--- config.mk ---
export PLATFORM = sky130hd
export DESIGN_NAME = address_register_file_p_flat
export DESIGN_NICKNAME = d
export VERILOG_FILES = /design/src/rtl/address_register_file_p_pkg.sv /design/src/rtl/address_register_file_p_if.sv /design/src/rtl/address_register_file_p_cell.sv /design/src/rtl/address_register_file_p.sv /design/src/flat_wrapper.sv
export SDC_FILE = /design/constraint.sdc
export NUM_CORES = 1
export LEC_CHECK = 0
export ABC_AREA = 1
export BUFFER_PORTS_ARGS = -buffer_cell sky130_fd_sc_hd__buf_2
export CAP_MARGIN = 20
export CORE_MARGIN = 2
export CORE_UTILIZATION = 30
export CTS_CLUSTER_DIAMETER = 150
export DETAILED_ROUTE_END_ITERATION = 12
export PLACE_DENSITY = 0.5
export RECOVER_POWER = 100
export SYNTH_ARGS = -nofsm -noshare
export SYNTH_HDL_FRONTEND = slang
export SYNTH_HIERARCHICAL = 1
export SYNTH_SLANG_ARGS = --single-unit
--- constraint.sdc ---
create_clock -name Clock -period 4.6 [get_ports Clock]
set_clock_uncertainty 0.2 [all_clocks]
set_input_delay 0.69 -clock Clock [delete_from_list [all_inputs] [get_ports Clock]]
set_output_delay 0.69 -clock Clock [all_outputs]
set_load 0.005 [all_outputs]
--- src/rtl/address_register_file_p_pkg.sv ---
// Shared FunSel encodings, register index map and step helpers for the address register file.
// Latency: n/a (declarations only).
// Backpressure: n/a; the register file accepts an update on every clock.
package arf_pkg;

  // Function select shared by all enabled registers; 110/111 both mean hold.
  typedef enum logic [2:0] {
    FS_CLR   = 3'b000,
    FS_LD    = 3'b001,
    FS_INC   = 3'b010,
    FS_DEC   = 3'b011,
    FS_INC2  = 3'b100,
    FS_DEC2  = 3'b101,
    FS_HOLD  = 3'b110,
    FS_HOLD2 = 3'b111
  } funsel_e;

  localparam int IDX_PC = 0;
  localparam int IDX_AR = 1;
  localparam int IDX_SP = 2;

  // Magnitude of the inc/dec step; zero for non-arithmetic codes.
  function automatic logic [1:0] fs_step(input funsel_e fs);
    case (fs)
      FS_INC, FS_DEC:   return 2'd1;
      FS_INC2, FS_DEC2: return 2'd2;
      default:          return 2'd0;
    endcase
  endfunction

  function automatic logic fs_is_dec(input funsel_e fs);
    return (fs == FS_DEC) || (fs == FS_DEC2);
  endfunction

endpackage

--- src/rtl/address_register_file_p_if.sv ---
// Bus bundle between the address-side control unit (master) and the register file (slave).
// Latency: writes land one clock after they are presented; reads are combinational.
// Backpressure: none; the slave accepts every cycle.
// Signals: I/FunSel/RegSel/ClrFlags = update request, OutCSel/OutDSel = read selects,
//          OutC/OutD = read data, WrapFlag/StackFault = sticky status.
interface address_register_file_p_if #(
  parameter int WIDTH = 16,
  parameter int NREG  = 3,
  parameter int SELW  = (NREG > 1) ? $clog2(NREG) : 1
);
  logic [WIDTH-1:0] I;
  logic [2:0]       FunSel;
  logic [NREG-1:0]  RegSel;
  logic [SELW-1:0]  OutCSel;
  logic [SELW-1:0]  OutDSel;
  logic             ClrFlags;
  logic [WIDTH-1:0] OutC;
  logic [WIDTH-1:0] OutD;
  logic [NREG-1:0]  WrapFlag;
  logic             StackFault;

  modport master (
    output I, FunSel, RegSel, OutCSel, OutDSel, ClrFlags,
    input  OutC, OutD, WrapFlag, StackFault
  );

  modport slave (
    input  I, FunSel, RegSel, OutCSel, OutDSel, ClrFlags,
    output OutC, OutD, WrapFlag, StackFault
  );
endinterface

--- src/rtl/address_register_file_p_cell.sv ---
// One address register with its FunSel datapath (clear/load/+-1/+-2).
// Latency: q updates on the clock after we is high; nxt/wrap are combinational from q.
// Backpressure: none; the owner gates writes through we.
// Ports: clk/rst_n, we (commit nxt), funsel, din (load data), q (state), nxt (would-be value),
//        wrap (nxt wrapped modulo 2^WIDTH).
module addr_reg_cell
  import arf_pkg::*;
#(
  parameter int               WIDTH   = 16,
  parameter logic [WIDTH-1:0] RST_VAL = '0
) (
  input  logic             clk,
  input  logic             rst_n,
  input  logic             we,
  input  funsel_e          funsel,
  input  logic [WIDTH-1:0] din,
  output logic [WIDTH-1:0] q,
  output logic [WIDTH-1:0] nxt,
  output logic             wrap
);

  logic [WIDTH:0] step_ext;
  logic [WIDTH:0] ext;

  // One extra bit catches carry out of inc and borrow out of dec alike.
  always_comb begin
    step_ext = {{(WIDTH-1){1'b0}}, fs_step(funsel)};
    ext      = fs_is_dec(funsel) ? ({1'b0, q} - step_ext) : ({1'b0, q} + step_ext);
    nxt      = q;
    wrap     = 1'b0;
    case (funsel)
      FS_CLR: nxt = '0;
      FS_LD:  nxt = din;
      FS_INC, FS_DEC, FS_INC2, FS_DEC2: begin
        nxt  = ext[WIDTH-1:0];
        wrap = ext[WIDTH];
      end
      default: nxt = q;
    endcase
  end

  always_ff @(posedge clk or negedge rst_n) begin
    if (!rst_n)  q <= RST_VAL;
    else if (we) q <= nxt;
  end

endmodule

--- src/rtl/address_register_file_p.sv ---
// NREG address registers (PC, AR, SP, general) with shared FunSel, sticky wrap flags and SP bounds fault.
// Latency: 1 clock for writes and flags; OutC/OutD are combinational from register state (no bypass).
// Backpressure: none; an SP inc/dec leaving [STACK_LO, SP_RST] is dropped and raises StackFault.
// Ports: Clock, ResetN (async active-low), bus (slave modport: I, FunSel, RegSel active-low mask,
//        OutCSel/OutDSel, ClrFlags in; OutC, OutD, WrapFlag, StackFault out).
module address_register_file_p
  import arf_pkg::*;
#(
  parameter int               WIDTH    = 16,
  parameter int               NREG     = 3,
  parameter logic [WIDTH-1:0] PC_RST   = '0,
  parameter logic [WIDTH-1:0] SP_RST   = WIDTH'(16'hFFFF),
  parameter logic [WIDTH-1:0] STACK_LO = WIDTH'(16'hFF00)
) (
  input  logic                        Clock,
  input  logic                        ResetN,
  address_register_file_p_if.slave    bus
);

  localparam int SELW = (NREG > 1) ? $clog2(NREG) : 1;

  funsel_e          fs;
  logic [NREG-1:0]  en;
  logic [NREG-1:0]  we;
  logic [NREG-1:0]  wrap_v;
  logic [WIDTH-1:0] q   [NREG];
  logic [WIDTH-1:0] nxt [NREG];
  logic             sp_arith;
  logic             sp_oob;
  logic             sp_fault;
  logic [NREG-1:0]  wrap_q;
  logic             fault_q;
  logic [WIDTH-1:0] outc;
  logic [WIDTH-1:0] outd;

  assign fs = funsel_e'(bus.FunSel);
  assign en = ~bus.RegSel;

  // SP window check on the unwrapped result: a carry means it passed all-ones (>= SP_RST),
  // a borrow means it went below zero (< STACK_LO), otherwise compare the wrapped value.
  always_comb begin
    sp_arith = (fs_step(fs) != 2'd0);
    if (fs_is_dec(fs)) sp_oob = wrap_v[IDX_SP] || (nxt[IDX_SP] < STACK_LO);
    else               sp_oob = wrap_v[IDX_SP] || (nxt[IDX_SP] > SP_RST);
    sp_fault = en[IDX_SP] && sp_arith && sp_oob;
  end

  for (genvar i = 0; i < NREG; i++) begin : g_reg
    localparam logic [WIDTH-1:0] RV = (i == IDX_PC) ? PC_RST :
                                      (i == IDX_SP) ? SP_RST : '0;
    if (i == IDX_SP) begin : g_sp
      assign we[i] = en[i] && !sp_fault;
    end else begin : g_gen
      assign we[i] = en[i];
    end

    addr_reg_cell #(.WIDTH(WIDTH), .RST_VAL(RV)) u_cell (
      .clk    (Clock),
      .rst_n  (ResetN),
      .we     (we[i]),
      .funsel (fs),
      .din    (bus.I),
      .q      (q[i]),
      .nxt    (nxt[i]),
      .wrap   (wrap_v[i])
    );
  end

  // A suppressed SP step never commits, so it never reports a wrap either.
  always_ff @(posedge Clock or negedge ResetN) begin
    if (!ResetN) begin
      wrap_q  <= '0;
      fault_q <= 1'b0;
    end else begin
      wrap_q  <= (bus.ClrFlags ? '0 : wrap_q) | (we & wrap_v);
      fault_q <= (bus.ClrFlags ? 1'b0 : fault_q) | sp_fault;
    end
  end

  // Selects beyond NREG-1 match no register and read as zero.
  always_comb begin
    outc = '0;
    outd = '0;
    for (int i = 0; i < NREG; i++) begin
      if (bus.OutCSel == SELW'(i)) outc = q[i];
      if (bus.OutDSel == SELW'(i)) outd = q[i];
    end
  end

  assign bus.OutC       = outc;
  assign bus.OutD       = outd;
  assign bus.WrapFlag   = wrap_q;
  assign bus.StackFault = fault_q;

endmodule

--- src/flat_wrapper.sv ---
// flat-port wrapper written by rule: the top's interface ports become plain ports
module address_register_file_p_flat import arf_pkg::*;
#(
  parameter int               WIDTH    = 16,
  parameter int               NREG     = 3,
  parameter logic [WIDTH-1:0] PC_RST   = '0,
  parameter logic [WIDTH-1:0] SP_RST   = WIDTH'(16'hFFFF),
  parameter logic [WIDTH-1:0] STACK_LO = WIDTH'(16'hFF00)
)
  (Clock, ResetN, bus_I, bus_FunSel, bus_RegSel, bus_OutCSel, bus_OutDSel, bus_ClrFlags, bus_OutC, bus_OutD, bus_WrapFlag, bus_StackFault);
  address_register_file_p_if #(.WIDTH(WIDTH), .NREG(NREG)) bus_i ();
  input  logic Clock;
  input  logic ResetN;
  input wire logic [$bits(bus_i.I)-1:0] bus_I;
  input wire logic [$bits(bus_i.FunSel)-1:0] bus_FunSel;
  input wire logic [$bits(bus_i.RegSel)-1:0] bus_RegSel;
  input wire logic [$bits(bus_i.OutCSel)-1:0] bus_OutCSel;
  input wire logic [$bits(bus_i.OutDSel)-1:0] bus_OutDSel;
  input wire logic [$bits(bus_i.ClrFlags)-1:0] bus_ClrFlags;
  output wire logic [$bits(bus_i.OutC)-1:0] bus_OutC;
  output wire logic [$bits(bus_i.OutD)-1:0] bus_OutD;
  output wire logic [$bits(bus_i.WrapFlag)-1:0] bus_WrapFlag;
  output wire logic [$bits(bus_i.StackFault)-1:0] bus_StackFault;
  assign bus_i.I = bus_I;
  assign bus_i.FunSel = bus_FunSel;
  assign bus_i.RegSel = bus_RegSel;
  assign bus_i.OutCSel = bus_OutCSel;
  assign bus_i.OutDSel = bus_OutDSel;
  assign bus_i.ClrFlags = bus_ClrFlags;
  assign bus_OutC = bus_i.OutC;
  assign bus_OutD = bus_i.OutD;
  assign bus_WrapFlag = bus_i.WrapFlag;
  assign bus_StackFault = bus_i.StackFault;
  address_register_file_p #(.WIDTH(WIDTH), .NREG(NREG), .PC_RST(PC_RST), .SP_RST(SP_RST), .STACK_LO(STACK_LO)) u_core (.Clock(Clock), .ResetN(ResetN), .bus(bus_i));
endmodule
## Word level (Yosys, flattened, before mapping)

Index checks and enable logic that the tools add are counted.

| storage, ports and cells | value |
|---|---|
| bits of input ports | 29 |
| word-level logic and storage cells | 62 |
| output and inout bits | 36 |
| flip-flop bits (word level) | 52 |

| operators by class | value |
|---|---|
| order comparisons | 2 |
| equal/unequal tests | 9 |
| multiplexer cells | 19 |
| bitwise operators | 4 |
| add/sub/neg operators | 6 |
| reduce and logical (&&, ||, !) cells | 17 |

Operator list:

| operator | number |
|---|---|
| one-hot mux 16 bit (3 select lines) | 3 |
| 2-to-1 mux 16 bit | 6 |
| adder 16 x 2 -> 17 bit | 3 |
| 2-to-1 mux 17 bit | 3 |
| subtractor 16 x 2 -> 17 bit | 3 |
| > comparator 16 bit (second input constant) | 1 |
| less-than comparator 16 bit (second input constant) | 1 |
| == test 3 x 2 -> 1 bit (second input constant) | 2 |
| == test 3 bit (second input constant) | 2 |
| 2-to-1 mux 1 bit | 5 |
| == test 2 x 1 -> 1 bit (second input constant) | 2 |
| == test 2 bit (second input constant) | 2 |
| logical NOT 2 bit | 2 |
| one-hot mux 2 bit (2 select lines) | 1 |
| AND reduction 2 bit | 2 |
| OR reduction 2 bit | 2 |
| OR reduction 4 bit | 1 |
| AND 3 bit | 1 |
| == test 3 x 1 -> 1 bit (second input constant) | 1 |
| logical AND 1 bit | 3 |
| logical NOT 3 bit | 1 |
| logical OR 1 bit | 3 |
| 2-to-1 mux 3 bit | 1 |
| NOT 3 bit | 1 |
| other kinds (5) | 5 |

## Logic depth before layout (Yosys ltp)

| logic depth | value |
|---|---|
| word-level depth | 14 |
| depth in mapped cells | 30 |
| mapped depth without buffers | 29 |

## Hierarchy

The synthesis kept the hierarchy.

By module, submodules not included:

| module | times used | seq. area each (um2) | area each (um2) | cells each |
|---|---|---|---|---|
| addr_reg_cell (u_core.g_reg[0].u_cell ...) | 2 | 400.4 | 1980.6 | 339 |
| addr_reg_cell (u_core.g_reg[2].u_cell) | 1 | 420.4 | 2000.7 | 339 |
| address_register_file_p | 1 | 100.1 | 854.6 | 175 |

## Worst setup path after synthesis

No wires, ideal clock.

| path | value |
|---|---|
| kind | input to register |
| start point | in bus_FunSel[1] |
| end point | reg u_core.g_reg[2].u_cell.q[10] |
| setup slack | 0.916 ns |
| data required time | 4.339 ns |
| path buffers | 1 |
| setup time | 0.061 ns |
| stages | 25 |
| data arrival time | 3.423 ns |
| path through | inv_1 nor2_2 inv_2 nand2_4 nand2_1 inv_1 nor2_1 inv_1 ha_1 or2_1 and2_4 nand2_2 nand2_2 a21oi_1 o21ai_1 nand3_2 nand2_1 nor2_1 nand2_1 nand2_1 nand2_1 a21oi_1 buf_1 nand2_1 nand2_1 |

RTL lines:

| what | RTL line | source |
|---|---|---|
| from (decl) | flat_wrapper.sv:15 | `input wire logic [$bits(bus_i.FunSel)-1:0] bus_FunSel;` |
| to (signal assigned) | address_register_file_p_cell.sv:44 | `else if (we) q <= nxt;` |
| to (decl) | address_register_file_p_cell.sv:17 | `output logic [WIDTH-1:0] q,` |

## Final worst setup path

| path | value |
|---|---|
| start point | in bus_FunSel[1] |
| end point | reg u_core.wrap_q[1], in the netlist u_core/bus.WrapFlag[1] |

| between the ends | value |
|---|---|
| cells in the longest elaborated chain, start to end | 8 |
| elaborated cells on any way between the ends | 15 |
| those cells by class | add/sub: 2; eq/ne: 4; mux: 3; bitwise: 2; reduce/logical: 4 |

Ends and longest elaborated chain:

| what | RTL line | source |
|---|---|---|
| == test 3 bit, or another cell as far along | address_register_file_p_pkg.sv:24, address_register_file_p_cell.sv:31 |  |
| OR reduction 2 bit | address_register_file_p_pkg.sv:24 | `case (fs)` |
| one-hot mux 2 bit (2 select lines) | address_register_file_p_pkg.sv:24 |  |
| adder 16 x 2 -> 17 bit or subtractor 16 x 2 -> 17 bit (tied branches) | address_register_file_p_cell.sv:28 | `ext = fs_is_dec(funsel) ? ({1'b0, q} - step_ext) : ({1'b0, q} + step_ext);` |
| 2-to-1 mux 17 bit | address_register_file_p_cell.sv:28 |  |
| 2-to-1 mux 1 bit * | address_register_file_p_cell.sv:31 | `case (funsel)` |
| named net u_core.wrap_v[1] | address_register_file_p.sv:25 | `logic [NREG-1:0] wrap_v;` |
| AND 3 bit * | address_register_file_p.sv:75 | `wrap_q <= (bus.ClrFlags ? '0 : wrap_q) \| (we & wrap_v);` |
| OR 3 bit * | address_register_file_p.sv:75 |  |
| to (signal assigned) | address_register_file_p.sv:75 |  |
| to (decl) | address_register_file_p.sv:31 | `logic [NREG-1:0] wrap_q;` |

The timed path passes the listed nets; every way through them passes the cells marked *.
A chain may end at the register's enable or synchronous reset.

==> flow_results.org <==
** Global route
- Aggregate global-route resource usage :: 0.2074
- Global-route wire length before repair :: 38.68 mm
- The number of global-route vias before repair came to 7005.
- Maximum number of pins on one net before global-route repair :: 30
- The total overflow left after global routing is 0.
- The number of antenna violations at the first check in global routing was 0.

** Power and ir drop
- P per Cell Area :: 527.2 nW/µm²
- The worst-case IR drop observed on VDD is 0.2017 mV.
- Internal Pwr Total :: 0.001831 W
- Share of total power in sequential cells :: 0.248
- Reported net switching power :: 0.002136 W
- Of the total power, combinational logic draws 0.646.
- Summed over all cells, the static leakage comes to 4.272 nW.
- Share of power burned in the clock network :: 0.106
- Of the total power, the share spent switching nets is 0.5384.

** Clock tree
- The clock net in this run drives a total of 52 sinks.
- Clock tree synthesis selected as its root buffer the cell sky130_fd_sc_hd__clkbuf_16.
- After clock tree synthesis, the clock-pin slew on the worst setup and hold paths is 0.07 ns.
- Post-CTS Resized :: 0
- TritonCTS built the clock tree.
- Hold repair after CTS inserted 0 buffers.
- The clock passes through at most 2 buffers.
- Total setup buffers inserted after CTS :: 0
- Insertion delay to the later sink of the worst-skew pair :: 0.31 ns
- H-tree levels :: 2
- Buffers inserted during clock tree synthesis total 5.

** Finish
- Measured on the finished design, the core utilization comes to 0.3344.
- After the last flow step, the layout net total stands at 1342.
- Of the cells placed in the final design, the portion with a size suffix greater than 1 is 0.09432.
- Fill cell total of the finished layout :: 2528
- The number of antenna diodes in the final layout is 0.
- Relative to the synthesized area, the layout overhead comes to 10.41%.

** STA
- Derived from the worst setup path, the maximum achievable clock frequency is 243.5 MHz.
- For the final routed database, the setup TNS stands at 0 ns.
- Final hold viol count :: 0
- Worst slew margin relative to its limit :: -0.1549
- Setup violations remaining at the end of the flow were counted as 0.
- At the pin with the least slew margin, the transition time is 1.732 ns.
- In the finished design, the share of the clock period the worst path needs comes to 0.8927.
- Setup repair after global routing missed its margin :: no
- Minimum period implied by the final worst setup slack :: 4.106 ns
- Total count of max-transition violations in the final report :: 64

** Critical path
- Launching element type of the critical path :: input pin
- On the critical path the largest part of the delay comes from buffers and inverters.
- R2R setup slack :: 1.37 ns
- The critical path contains buffers and inverters numbering 6 combined.
- The slowest stage of the critical path belongs to the cell sky130_fd_sc_hd__clkbuf_1.
- For this run, the slowest stage of the critical path takes 0.45 ns.
- Maximum fanout encountered on the critical timing path :: 15
- STA classifies the critical path endpoint as a register.
- Endpoint required time on the critical path :: 4.61 ns
- The critical path is of the in2reg type.
- Data arrival time of the critical path :: 4.11 ns
- The critical path goes through clkbuf_1 -> clkbuf_1 -> inv_1 -> nor2_1 -> clkinv_1 -> nand2_4 -> nand2_1 -> inv_1 -> nor2_1 -> inv_1 -> ha_1 -> or2_0 -> and2_4 -> nand2_2 -> nand2_2 -> nand3_1 -> nand2_1 -> o21ai_0 -> a21oi_1 -> a22o_1.
- Most common cell on crit path :: sky130_fd_sc_hd__inv_1

** Logic synthesis
- Combinational family with the most area after synthesis :: simple AND/OR/NAND/NOR gates
- Of the post-synthesis cell area, the dominant cell type holds 0.3166.
- Fraction of synthesized area in multiplexers :: 0
- sky130_fd_sc_hd__nand2_1 takes more of the synthesized area than any other cell.
- Yosys instantiated no cell more often than sky130_fd_sc_hd__nand2_1.
- Cells after synthesis :: 1192
- The Yosys step of the flow raised 6 warnings.
- Mean cell area of the mapped netlist :: 5.719 µm²
- Main synth FF type :: sky130_fd_sc_hd__dfrtp_1
- Counting flops with an async set or reset pin after synthesis yields a share of 1.000.
- The synthesized design contains 0 enable-type register cells.
- Count of different cell masters after synthesis :: 33
- Combined area of all synthesized cells :: 6817 µm²
- Adder-cell area share of the yosys netlist :: 0.1189
- Of the total synthesized cell area, the portion taken by XOR and XNOR cells is 0.
- Sorting the synthesized cells by area gives the leading types as sky130_fd_sc_hd__nand2_1 32%, sky130_fd_sc_hd__dfrtp_1 13%, sky130_fd_sc_hd__ha_1 11%.
- The synthesized design contains 52 register bits.
- Net Count, Synth :: 1284
- The share of the Yosys chip area taken by registers is 0.1938.
- Post-Synth Simple-Gate Area :: 0.4890
- The share of the synthesized area in compound gates (AO/OA/AOI/OAI) came to 0.08315.
- In the synthesized netlist, the cells that appear most often are 575 x sky130_fd_sc_hd__nand2_1, 161 x sky130_fd_sc_hd__inv_1, 101 x sky130_fd_sc_hd__nand3_1, 60 x sky130_fd_sc_hd__ha_1, 49 x sky130_fd_sc_hd__nor2_1.

** Drt
- Drt drc :: 0
- Detailed-route via count :: 7360
- Wire per inst :: 15.90 µm
- Initial DRC Count :: 434
- Detailed Routing Iterations Pass 1 :: 5
- Antenna Violating Nets Remaining :: 0
- Total detailed-routing wirelength :: 24.42 mm
- After detailed routing, the number of vias per cell comes to 4.792.

** Floorplanning
- FP Rows :: 55
- Core region area :: 22500 µm²
- Number of top-level pins :: 65
- Die outline width :: 154.7 µm
- Area of the die :: 23940 µm²
- For this configuration, the core starts out at a cell density of 0.3029.
- Die Height :: 154.7 µm

** Place
- Input/output buffers :: 64
- Routability-driven placement finished with a final weighted congestion of 0.8798.
- Post-detail-place hpwl :: 19.58 mm

** Status
- Run status :: complete, but fails checks
- The final reports fail on max-capacitance violations, max-slew violations.

** Worst hold path
- The path class of the tightest hold or removal check is reg2reg.

** Flow run
- Max-cap violations in this run came to 3.
## path summary, 6_finish.rpt
kind	start	end	cells past startpoint
min in group asynchronous	ResetN	u_core/g_reg[1].u_cell/q[14]$_DFFE_PN0P_	1
hold / removal	u_core/bus.StackFault$_DFF_PN0_	u_core/bus.StackFault$_DFF_PN0_	2
setup / recovery	bus_FunSel[1]	u_core/bus.WrapFlag[1]$_DFF_PN0_	20
max in group asynchronous	ResetN	u_core/bus.StackFault$_DFF_PN0_	2
hold reg to reg	u_core/bus.StackFault$_DFF_PN0_	u_core/bus.StackFault$_DFF_PN0_	2
setup reg to reg	u_core/g_reg[2].u_cell/q[0]$_DFFE_PN1P_	u_core/g_reg[2].u_cell/q[2]$_DFFE_PN1P_	21
## routing by layer
layer	vias to the layer above	GRT usage	wire [µm]
li1	3843	-	-
met1	3333	0.2857	11450
met2	164	0.3455	11290
met3	20	0.02466	1244
met4	0	0.05247	437
met5	-	0	0
## cell families (layout without fill, tap and decap cells)
family	count (synthesis)	in the layout
buffers and inverters	195	254
flip-flops	52	52
AO/OA/AOI/OAI	93	93
AND/OR/NAND/NOR	789	789
adder cells (fa/ha/maj)	63	63
## final cells by class
| cell class | instances | area (µm²) | share of cell area |
|---|---|---|---|
| Inverter | 171 | 641.9 | 0.08529 |
| Timing Repair Buffer | 75 | 359.1 | 0.04771 |
| Multi-Input combinational cell | 945 | 4691 | 0.6233 |
| Clock buffer | 8 | 156.4 | 0.02078 |
| Tap cell | 285 | 356.6 | 0.04738 |
| Sequential cell | 52 | 1321 | 0.1756 |
## metrics by stage
step / hold WS (ns) / cell area (µm²) / setup slack [ns] / std cells / total power, W
detailed placement: 0.2676 / 7433 / 0.3029 / 1528 / 0.003568
floorplan: 0.1944 / 6817 / 0.9163 / 1192 / 0.002792
global route: 0.3344 / 7526 / 0.09793 / 1536 / 0.004441
finish: 0.2818 / 7526 / 0.4938 / 1536 / 0.003968
CTS: 0.2575 / 7590 / 0.6256 / 1536 / 0.004012
global placement: 0.2621 / 7433 / 0.3516 / 1528 / 0.003557
## worst register-to-register path: cells and delay by family, from the launching register on
kind | cells | cell delay (ns)
simple gates | 14 | 1.26
flops | 1 | 0.58
buf+inv | 3 | 0.48
fa+ha+maj | 2 | 0.40
compound gates | 2 | 0.24
## registers in the layout (all words and copies together), names as in the netlist
signal	count
u_core/bus.StackFault	1
u_core/bus.WrapFlag	3
u_core/g.u_cell/q	48
## layout by cell type, fill, tap and decap left out, types with 3 or more instances in the layout
cell,instances
sky130_fd_sc_hd__nand3b_1,7
sky130_fd_sc_hd__dfstp_2,16
sky130_fd_sc_hd__nand2_4,3
sky130_fd_sc_hd__nor2_4,4
sky130_fd_sc_hd__a21oi_1,37
sky130_fd_sc_hd__nor3_1,9
sky130_fd_sc_hd__o211ai_1,9
sky130_fd_sc_hd__buf_4,7
sky130_fd_sc_hd__inv_1,163
sky130_fd_sc_hd__inv_2,7
sky130_fd_sc_hd__nand3_1,101
sky130_fd_sc_hd__nor2_1,55
sky130_fd_sc_hd__dfrtp_1,36
sky130_fd_sc_hd__o221ai_1,6
sky130_fd_sc_hd__o22ai_1,3
sky130_fd_sc_hd__o211ai_2,6
sky130_fd_sc_hd__nand2_1,577
sky130_fd_sc_hd__fa_1,3
sky130_fd_sc_hd__and2_4,3
sky130_fd_sc_hd__clkbuf_1,27
sky130_fd_sc_hd__o21ai_0,26
sky130_fd_sc_hd__clkbuf_16,5
sky130_fd_sc_hd__nand3_2,12
sky130_fd_sc_hd__nand4_1,3
sky130_fd_sc_hd__or2_2,3
sky130_fd_sc_hd__buf_2,39
sky130_fd_sc_hd__o21ai_1,4
sky130_fd_sc_hd__ha_1,60
sky130_fd_sc_hd__nand2_2,7
## power by group through the flow
stage / Combinational (W) / Clock (W) / Sequential [W]
after global routing: 0.00298 / 0.000449 / 0.00101
final: 0.00256 / 0.000421 / 0.000983
after floorplan: 0.00195 / 0 / 0.000838
after detailed placement: 0.00258 / 0 / 0.000987
after global placement: 0.00257 / 0 / 0.000983
after CTS: 0.00260 / 0.000437 / 0.000980
No activity file was read; power rests on OpenSTA's default activity.
